===== config.mk =====
export PLATFORM = sky130hd
export DESIGN_NAME = rtc_bcd_core_flat
export DESIGN_NICKNAME = d
export VERILOG_FILES = /design/src/rtl/rtc_bcd_core_if.sv /design/src/rtl/rtc_bcd_core.sv /design/src/flat_wrapper.sv
export SDC_FILE = /design/constraint.sdc
export NUM_CORES = 1
export LEC_CHECK = 0
export CAP_MARGIN = 10
export CORE_MARGIN = 2
export CORE_UTILIZATION = 57
export DETAILED_ROUTE_END_ITERATION = 8
export HOLD_SLACK_MARGIN = 0.15
export MAX_ROUTING_LAYER = met4
export PLACE_DENSITY = 0.73
export SETUP_SLACK_MARGIN = 0.4
export SKIP_LAST_GASP = 1
export SLEW_MARGIN = 20
export SYNTH_ARGS = -nofsm -noshare
export SYNTH_HDL_FRONTEND = slang
export SYNTH_SLANG_ARGS = --single-unit
export TNS_END_PERCENT = 50

===== constraint.sdc =====
create_clock -name clk -period 8.1 [get_ports clk]
set_input_delay 0.81 -clock clk [delete_from_list [all_inputs] [get_ports clk]]
set_output_delay 0.81 -clock clk [all_outputs]
set_load 0.05 [all_outputs]

===== src/rtl/rtc_bcd_core_if.sv =====
// Board-side bundle for the BCD real-time-clock core: mode select, four raw set
// buttons in, BCD time digits and status strobes out.
interface rtc_bcd_core_if;
  logic       mode_12h;
  logic       min_add;
  logic       min_reduce;
  logic       hour_add;
  logic       hour_reduce;
  logic [3:0] sec_tens;
  logic [3:0] sec_ones;
  logic [3:0] min_tens;
  logic [3:0] min_ones;
  logic [3:0] hour_tens;
  logic [3:0] hour_ones;
  logic       pm;
  logic       tick_1hz;
  logic       hour_chime;

  modport master (
    output mode_12h, min_add, min_reduce, hour_add, hour_reduce,
    input  sec_tens, sec_ones, min_tens, min_ones, hour_tens, hour_ones,
    input  pm, tick_1hz, hour_chime
  );

  modport slave (
    input  mode_12h, min_add, min_reduce, hour_add, hour_reduce,
    output sec_tens, sec_ones, min_tens, min_ones, hour_tens, hour_ones,
    output pm, tick_1hz, hour_chime
  );
endinterface


===== src/rtl/rtc_bcd_core.sv =====
// Single-clock BCD real-time clock: 1 Hz enable prescaler, hh:mm:ss BCD counters,
// debounced/auto-repeating set buttons, 12/24h display mapping and hourly chime.
module rtc_bcd_core #(
  parameter int CLK_HZ          = 50000000,
  parameter int DEBOUNCE_MS     = 20,
  parameter int REPEAT_DELAY_MS = 500,
  parameter int REPEAT_RATE_MS  = 100
) (
  input logic           clk,
  input logic           reset,
  rtc_bcd_core_if.slave bus
);

  localparam int CYC_MS   = CLK_HZ / 1000;
  localparam int DB_CYC   = DEBOUNCE_MS * CYC_MS;
  localparam int DLY_CYC  = REPEAT_DELAY_MS * CYC_MS;
  localparam int RATE_CYC = REPEAT_RATE_MS * CYC_MS;
  localparam int RMAX     = (DLY_CYC > RATE_CYC) ? DLY_CYC : RATE_CYC;
  localparam int PW       = $clog2(CLK_HZ);
  localparam int DBW      = $clog2(DB_CYC + 1);
  localparam int RW       = $clog2(RMAX + 1);

  localparam int B_MIN_ADD  = 0;
  localparam int B_MIN_RED  = 1;
  localparam int B_HOUR_ADD = 2;
  localparam int B_HOUR_RED = 3;

  function automatic logic [7:0] f_bcd_inc(input logic [7:0] v, input logic [7:0] vmax);
    if (v == vmax) return 8'h00;
    if (v[3:0] == 4'd9) return {v[7:4] + 4'd1, 4'd0};
    return {v[7:4], v[3:0] + 4'd1};
  endfunction

  function automatic logic [7:0] f_bcd_dec(input logic [7:0] v, input logic [7:0] vmax);
    if (v == 8'h00) return vmax;
    if (v[3:0] == 4'd0) return {v[7:4] - 4'd1, 4'd9};
    return {v[7:4], v[3:0] - 4'd1};
  endfunction

  // An adjust event owns its field for the cycle; a pending carry is dropped.
  function automatic logic [7:0] f_field_next(input logic [7:0] v, input logic [7:0] vmax,
                                              input logic add, input logic red,
                                              input logic carry);
    if (add && !red) return f_bcd_inc(v, vmax);
    if (red && !add) return f_bcd_dec(v, vmax);
    if (add && red)  return v;
    if (carry)       return f_bcd_inc(v, vmax);
    return v;
  endfunction

  function automatic logic [7:0] f_hour12(input logic [7:0] h);
    logic [4:0] b;
    b = 5'(h[7:4]) * 5'd10 + 5'(h[3:0]);
    if (b == 5'd0) b = 5'd12;
    else if (b > 5'd12) b = b - 5'd12;
    if (b >= 5'd10) return {4'd1, 4'(b - 5'd10)};
    return {4'd0, 4'(b)};
  endfunction

  logic [PW-1:0]  r_presc;
  logic           r_tick;
  logic [3:0]     w_raw;
  logic [3:0]     r_sync1;
  logic [3:0]     r_sync2;
  logic [3:0]     r_deb;
  logic [3:0]     r_rate;
  logic [3:0]     w_evt;
  logic [DBW-1:0] r_dbc [4];
  logic [RW-1:0]  r_rep [4];
  logic [7:0]     r_sec;
  logic [7:0]     r_min;
  logic [7:0]     r_hour;
  logic           r_chime;
  logic           w_min_carry;
  logic           w_min_adj;
  logic           w_hour_carry;
  logic [7:0]     w_disp_hour;

  assign w_raw = {bus.hour_reduce, bus.hour_add, bus.min_reduce, bus.min_add};

  // Tick is registered one count early so it is high while the count is CLK_HZ-1.
  always_ff @(posedge clk or posedge reset) begin
    if (reset) begin
      r_presc <= '0;
      r_tick  <= 1'b0;
    end else begin
      if (r_presc == PW'(CLK_HZ - 1)) r_presc <= '0;
      else                            r_presc <= r_presc + PW'(1);
      r_tick <= (r_presc == PW'(CLK_HZ - 2));
    end
  end

  // Event on the first debounced-high cycle (timer still 0) and whenever the
  // timer reaches the current delay/rate target.
  always_comb begin
    w_evt = '0;
    for (int i = 0; i < 4; i++) begin
      w_evt[i] = r_deb[i] &&
                 ((r_rep[i] == '0) ||
                  (r_rep[i] == (r_rate[i] ? RW'(RATE_CYC) : RW'(DLY_CYC))));
    end
  end

  always_ff @(posedge clk or posedge reset) begin
    if (reset) begin
      r_sync1 <= '0;
      r_sync2 <= '0;
      r_deb   <= '0;
      r_rate  <= '0;
      for (int i = 0; i < 4; i++) begin
        r_dbc[i] <= '0;
        r_rep[i] <= '0;
      end
    end else begin
      r_sync1 <= w_raw;
      r_sync2 <= r_sync1;
      for (int i = 0; i < 4; i++) begin
        if (r_sync2[i] == r_deb[i]) begin
          r_dbc[i] <= '0;
        end else if (r_dbc[i] == DBW'(DB_CYC - 1)) begin
          r_deb[i] <= r_sync2[i];
          r_dbc[i] <= '0;
        end else begin
          r_dbc[i] <= r_dbc[i] + DBW'(1);
        end

        if (!r_deb[i]) begin
          r_rep[i]  <= '0;
          r_rate[i] <= 1'b0;
        end else if (w_evt[i] && (r_rep[i] != '0)) begin
          r_rep[i]  <= RW'(1);
          r_rate[i] <= 1'b1;
        end else begin
          r_rep[i] <= r_rep[i] + RW'(1);
        end
      end
    end
  end

  assign w_min_carry  = r_tick && (r_sec == 8'h59);
  assign w_min_adj    = w_evt[B_MIN_ADD] || w_evt[B_MIN_RED];
  assign w_hour_carry = w_min_carry && !w_min_adj && (r_min == 8'h59);

  always_ff @(posedge clk or posedge reset) begin
    if (reset) begin
      r_sec   <= 8'h00;
      r_min   <= 8'h00;
      r_hour  <= 8'h00;
      r_chime <= 1'b0;
    end else begin
      if (r_tick) r_sec <= f_bcd_inc(r_sec, 8'h59);
      r_min  <= f_field_next(r_min, 8'h59, w_evt[B_MIN_ADD], w_evt[B_MIN_RED], w_min_carry);
      r_hour <= f_field_next(r_hour, 8'h23, w_evt[B_HOUR_ADD], w_evt[B_HOUR_RED],
                             w_hour_carry);
      r_chime <= w_hour_carry;
    end
  end

  assign w_disp_hour = bus.mode_12h ? f_hour12(r_hour) : r_hour;

  assign bus.sec_tens   = r_sec[7:4];
  assign bus.sec_ones   = r_sec[3:0];
  assign bus.min_tens   = r_min[7:4];
  assign bus.min_ones   = r_min[3:0];
  assign bus.hour_tens  = w_disp_hour[7:4];
  assign bus.hour_ones  = w_disp_hour[3:0];
  assign bus.pm         = (r_hour >= 8'h12);
  assign bus.tick_1hz   = r_tick;
  assign bus.hour_chime = r_chime;

endmodule


===== src/flat_wrapper.sv =====
// flat-port wrapper written by rule: the top's interface ports become plain ports
module rtc_bcd_core_flat 
#(
  parameter int CLK_HZ          = 50000000,
  parameter int DEBOUNCE_MS     = 20,
  parameter int REPEAT_DELAY_MS = 500,
  parameter int REPEAT_RATE_MS  = 100
)
  (clk, reset, bus_mode_12h, bus_min_add, bus_min_reduce, bus_hour_add, bus_hour_reduce, bus_sec_tens, bus_sec_ones, bus_min_tens, bus_min_ones, bus_hour_tens, bus_hour_ones, bus_pm, bus_tick_1hz, bus_hour_chime);
  rtc_bcd_core_if bus_i ();
  input logic clk;
  input logic reset;
  input wire logic [$bits(bus_i.mode_12h)-1:0] bus_mode_12h;
  input wire logic [$bits(bus_i.min_add)-1:0] bus_min_add;
  input wire logic [$bits(bus_i.min_reduce)-1:0] bus_min_reduce;
  input wire logic [$bits(bus_i.hour_add)-1:0] bus_hour_add;
  input wire logic [$bits(bus_i.hour_reduce)-1:0] bus_hour_reduce;
  output wire logic [$bits(bus_i.sec_tens)-1:0] bus_sec_tens;
  output wire logic [$bits(bus_i.sec_ones)-1:0] bus_sec_ones;
  output wire logic [$bits(bus_i.min_tens)-1:0] bus_min_tens;
  output wire logic [$bits(bus_i.min_ones)-1:0] bus_min_ones;
  output wire logic [$bits(bus_i.hour_tens)-1:0] bus_hour_tens;
  output wire logic [$bits(bus_i.hour_ones)-1:0] bus_hour_ones;
  output wire logic [$bits(bus_i.pm)-1:0] bus_pm;
  output wire logic [$bits(bus_i.tick_1hz)-1:0] bus_tick_1hz;
  output wire logic [$bits(bus_i.hour_chime)-1:0] bus_hour_chime;
  assign bus_i.mode_12h = bus_mode_12h;
  assign bus_i.min_add = bus_min_add;
  assign bus_i.min_reduce = bus_min_reduce;
  assign bus_i.hour_add = bus_hour_add;
  assign bus_i.hour_reduce = bus_hour_reduce;
  assign bus_sec_tens = bus_i.sec_tens;
  assign bus_sec_ones = bus_i.sec_ones;
  assign bus_min_tens = bus_i.min_tens;
  assign bus_min_ones = bus_i.min_ones;
  assign bus_hour_tens = bus_i.hour_tens;
  assign bus_hour_ones = bus_i.hour_ones;
  assign bus_pm = bus_i.pm;
  assign bus_tick_1hz = bus_i.tick_1hz;
  assign bus_hour_chime = bus_i.hour_chime;
  rtc_bcd_core #(.CLK_HZ(CLK_HZ), .DEBOUNCE_MS(DEBOUNCE_MS), .REPEAT_DELAY_MS(REPEAT_DELAY_MS), .REPEAT_RATE_MS(REPEAT_RATE_MS)) u_core (.clk(clk), .reset(reset), .bus(bus_i));
endmodule

==> results.cfg <==
[synth]
syn_nets = 1550
yosys_warnings = 0
yosysSeqAreaShare = 0.4523
synth_edf_count = 0
ys_ff_latch = 248
syn-cell-area_um2 = 13720
async_flop_share = 1.000
synth_cells = 1492
avgSynthCellArea_um2 = 9.195
synth.distinct_cells = 81
ys.flop_type = dfrtp_1

[clocking]
htreeDepth = 1
cts_sinks = 248
cts_hold_buffers = 0
cts_resized = 0
clock_path_buffers = 3
clk_latency_ns = 0.53
cts_inserted_buffers = 27
path_clk_slew_ns = 0.06
postCtsSetupRepairBufs = 0
cts_tree = done
clock-root-buffer = clkbuf_16

[route]
vias_per_cell = 5.681
vias = 10488
first_iter_violations = 682
first_pass_iters = 5
wirelength_um = 26480
antenna_left = 0
drcViolationCount = 0
wl_per_cell_um = 14.35

[worst_setup_path]
r2r-start = u_core.r_rep[41]
crit_buf_inv = 3
path_depth = 14
worstSetupPathType = reg2out
cp_max_fo = 13
path_delay_family = simple AND/OR/NAND/NOR gates
r2r_end = u_core.r_hour[5]
cp-endpoint = bus_hour_ones[1]
worst-r2r-cell-count = 12
crit_start = u_core.r_hour[6]
slowest_stage = clkdlybuf4s50_1
slowest_delay_ns = 0.70
startpoint_type = flip-flop
path_common_cell = ha_1
cp.required_ns = 7.29
critPathCaptureType = primary output
arrival_ns = 4.69
path_cells = ha_1 -> ha_1 -> xor2_1 -> inv_1 -> ha_1 -> and2_1 -> or3_1 -> nand2_1 -> ha_1 -> inv_1 -> a41oi_1 -> nor3_1 -> or3_1 -> clkdlybuf4s50_1
rrSetupSlack_ns = 4.30

[placed_design]
postPlaceCellArea_um2 = 14260
portBuffers = 33
dpl_worst_slack_ns = 3.161
hpwl_um = 17990
numPlacedInstances = 1801
finalWeightedCongestion = 0.8745

[power_and_ir_drop]
clock_power_share = 0.489
powerDensity_nw_per_um2 = 168.0
switching_share = 0.2035
cellInternalPower_mw = 2.030
seqPwrFrac = 0.491
p_total_mw = 2.548
power_frac_comb = 0.019
ir_worst_vdd_mv = 0.1972
leakagePower_nw = 6.267
p_switching_uw = 518.5

[global_routing]
grt_pass1_vias = 9993
grt_pass1_wl_um = 46440
grt_start_max_net_pins = 116
antenna_found_initial = 0
grt_usage = 0.2176
grt-ovfl-total = 0

[timing]
clock.fmax_ghz = 0.1819
finalCritPeriodShare = 0.6786
fin_crit_ns = 5.497
timing.hold.ws_ns = 0.3472
rsz0062_at_grt = false
finalSetupTns_ns = 0
maxSlewViolCount = 0
worst-slew-pin-transition_ns = 1.027
slew_headroom = 0.3140
fin_worst_skew_ns = 0.009607
hold_viol = 0
setup_viol = 0
layout_setup_ws_ns = 2.603

[hold_path]
hp-class = reg2reg
holdPathStages = 0

[finish]
finalNetCount = 1569
diodes = 0
syn_to_final_growth_pct = 10.58
drive_gt1_frac = 0.04781
finish.utilization = 0.6444
stdcell_area_um2 = 15170
finalNonFillerCells = 1846

[floorplan]
num_io_pins = 34
die_area_um2 = 25330
design.core.area_um2 = 23540
num_rows = 56
die_x_um = 159.1
start_util = 0.5827
die_h_um = 159.1

[run_status]
outcome = finished clean

[job]
drv_cap = 0
[cells by family after synthesis]
| family | after synthesis | synth area share |
|---|---|---|
| AO/OA/AOI/OAI | 167 | 0.07971 |
| XOR/XNOR | 187 | 0.1205 |
| flip-flops | 248 | 0.4523 |
| multiplexers | 10 | 0.008755 |
| AND/OR/NAND/NOR | 722 | 0.2593 |
| adder cells (fa/ha/maj) | 51 | 0.04706 |
| buffers and inverters | 107 | 0.03238 |
[sequential cells by signal, summed over array words and instances (netlist names)]
name and count:
u_core.r_rep 100, u_core.r_hour 8, u_core.bus.tick_1hz 1, u_core.r_min 8
u_core.r_sec 8, u_core.r_deb 4, u_core.r_dbc 80, u_core.r_rate 4
u_core.r_presc 26, u_core.r_sync2 4, u_core.bus.hour_chime 1, u_core.r_sync1 4
[area by class of cell]
class | count | area [um2]
fillers | 1944 | 8372
clock buffers | 38 | 797.0
multi-input cells | 1137 | 7069
repair buffers | 35 | 345.3
inverters | 62 | 240.2
flip-flops and latches | 248 | 6206
clock inverters | 7 | 113.9
well taps | 319 | 399.1
[placed cells by master (no fill, tap or decap), types with 48 or more instances in the layout]
| master | Yosys | routed |
|---|---|---|
| xor2_1 | 106 | 106 |
| nor2_1 | 270 | 270 |
| o21ai_0 | 48 | 48 |
| dfrtp_1 | 248 | 248 |
| nand2_1 | 111 | 111 |
| xnor2_1 | 80 | 80 |
| ha_1 | 50 | 50 |
| nand4_1 | 48 | 48 |
| inv_1 | 61 | 60 |
| nand3_1 | 86 | 86 |
[power groups by stage]
stage               clock network (mW)  registers, mW  logic, mW
floorplan                            0           1.27     0.0364
global placement                     0           1.27     0.0506
detailed placement                   0           1.27     0.0513
CTS                               1.28           1.25     0.0514
global route                      1.33           1.25     0.0584
finish                            1.25           1.25     0.0488
[cell usage after synthesis, drive strengths merged (3+ instances only)]
master / count / area [um2]
a211oi: 3 / 22.52
nand3: 86 / 430.4
o31a: 3 / 26.28
a21oi: 40 / 204.0
and3b: 3 / 26.28
a41oi: 3 / 26.28
a2111oi: 3 / 51.30
nor3b: 5 / 42.54
or3: 17 / 106.4
o211ai: 3 / 22.52
nor2b: 9 / 56.30
nor3: 37 / 195.2
o31ai: 8 / 60.06
ha: 50 / 625.6
nor4b: 4 / 41.29
nor4: 39 / 250.2
and3: 26 / 163.9
nand3b: 4 / 30.03
o2111ai: 3 / 26.28
o21ai: 48 / 240.2
dfrtp: 248 / 6206
xnor2: 80 / 700.7
mux2i: 3 / 30.03
nand2b: 10 / 62.56
nor2: 270 / 1013
and4: 12 / 105.1
buf: 12 / 87.58
a21boi: 6 / 45.04
or4: 9 / 67.56
inv: 62 / 232.7
nand4: 48 / 300.3
o22ai: 5 / 31.28
nand2: 111 / 416.7
or2: 9 / 56.31
and2: 7 / 43.80
xor2: 106 / 928.4
a21o: 5 / 37.54
mux2: 6 / 67.56
o21a: 11 / 82.58
a31oi: 9 / 56.30
clkbuf: 33 / 123.9
nand4b: 8 / 70.07
[how the worst min path moves through the flow]
stage                            from           endpoint
floorplan           u_core.r_sync1[0]  u_core.r_sync2[0]
CTS                 u_core.r_sync1[0]  u_core.r_sync2[0]
finish              u_core.r_sync1[0]  u_core.r_sync2[0]
detailed placement  u_core.r_sync1[2]  u_core.r_sync2[2]
global route        u_core.r_sync1[2]  u_core.r_sync2[2]
global placement    u_core.r_sync1[0]  u_core.r_sync2[0]
[routing by layer]
metal	share of wire	track usage	routed length, um
met4	0.021	0.05826	558
met3	0.033	0.02735	874
met2	0.47	0.3492	12460
met1	0.48	0.2952	12590
met5	0	-	0
(Power assumes the default switching activity.)
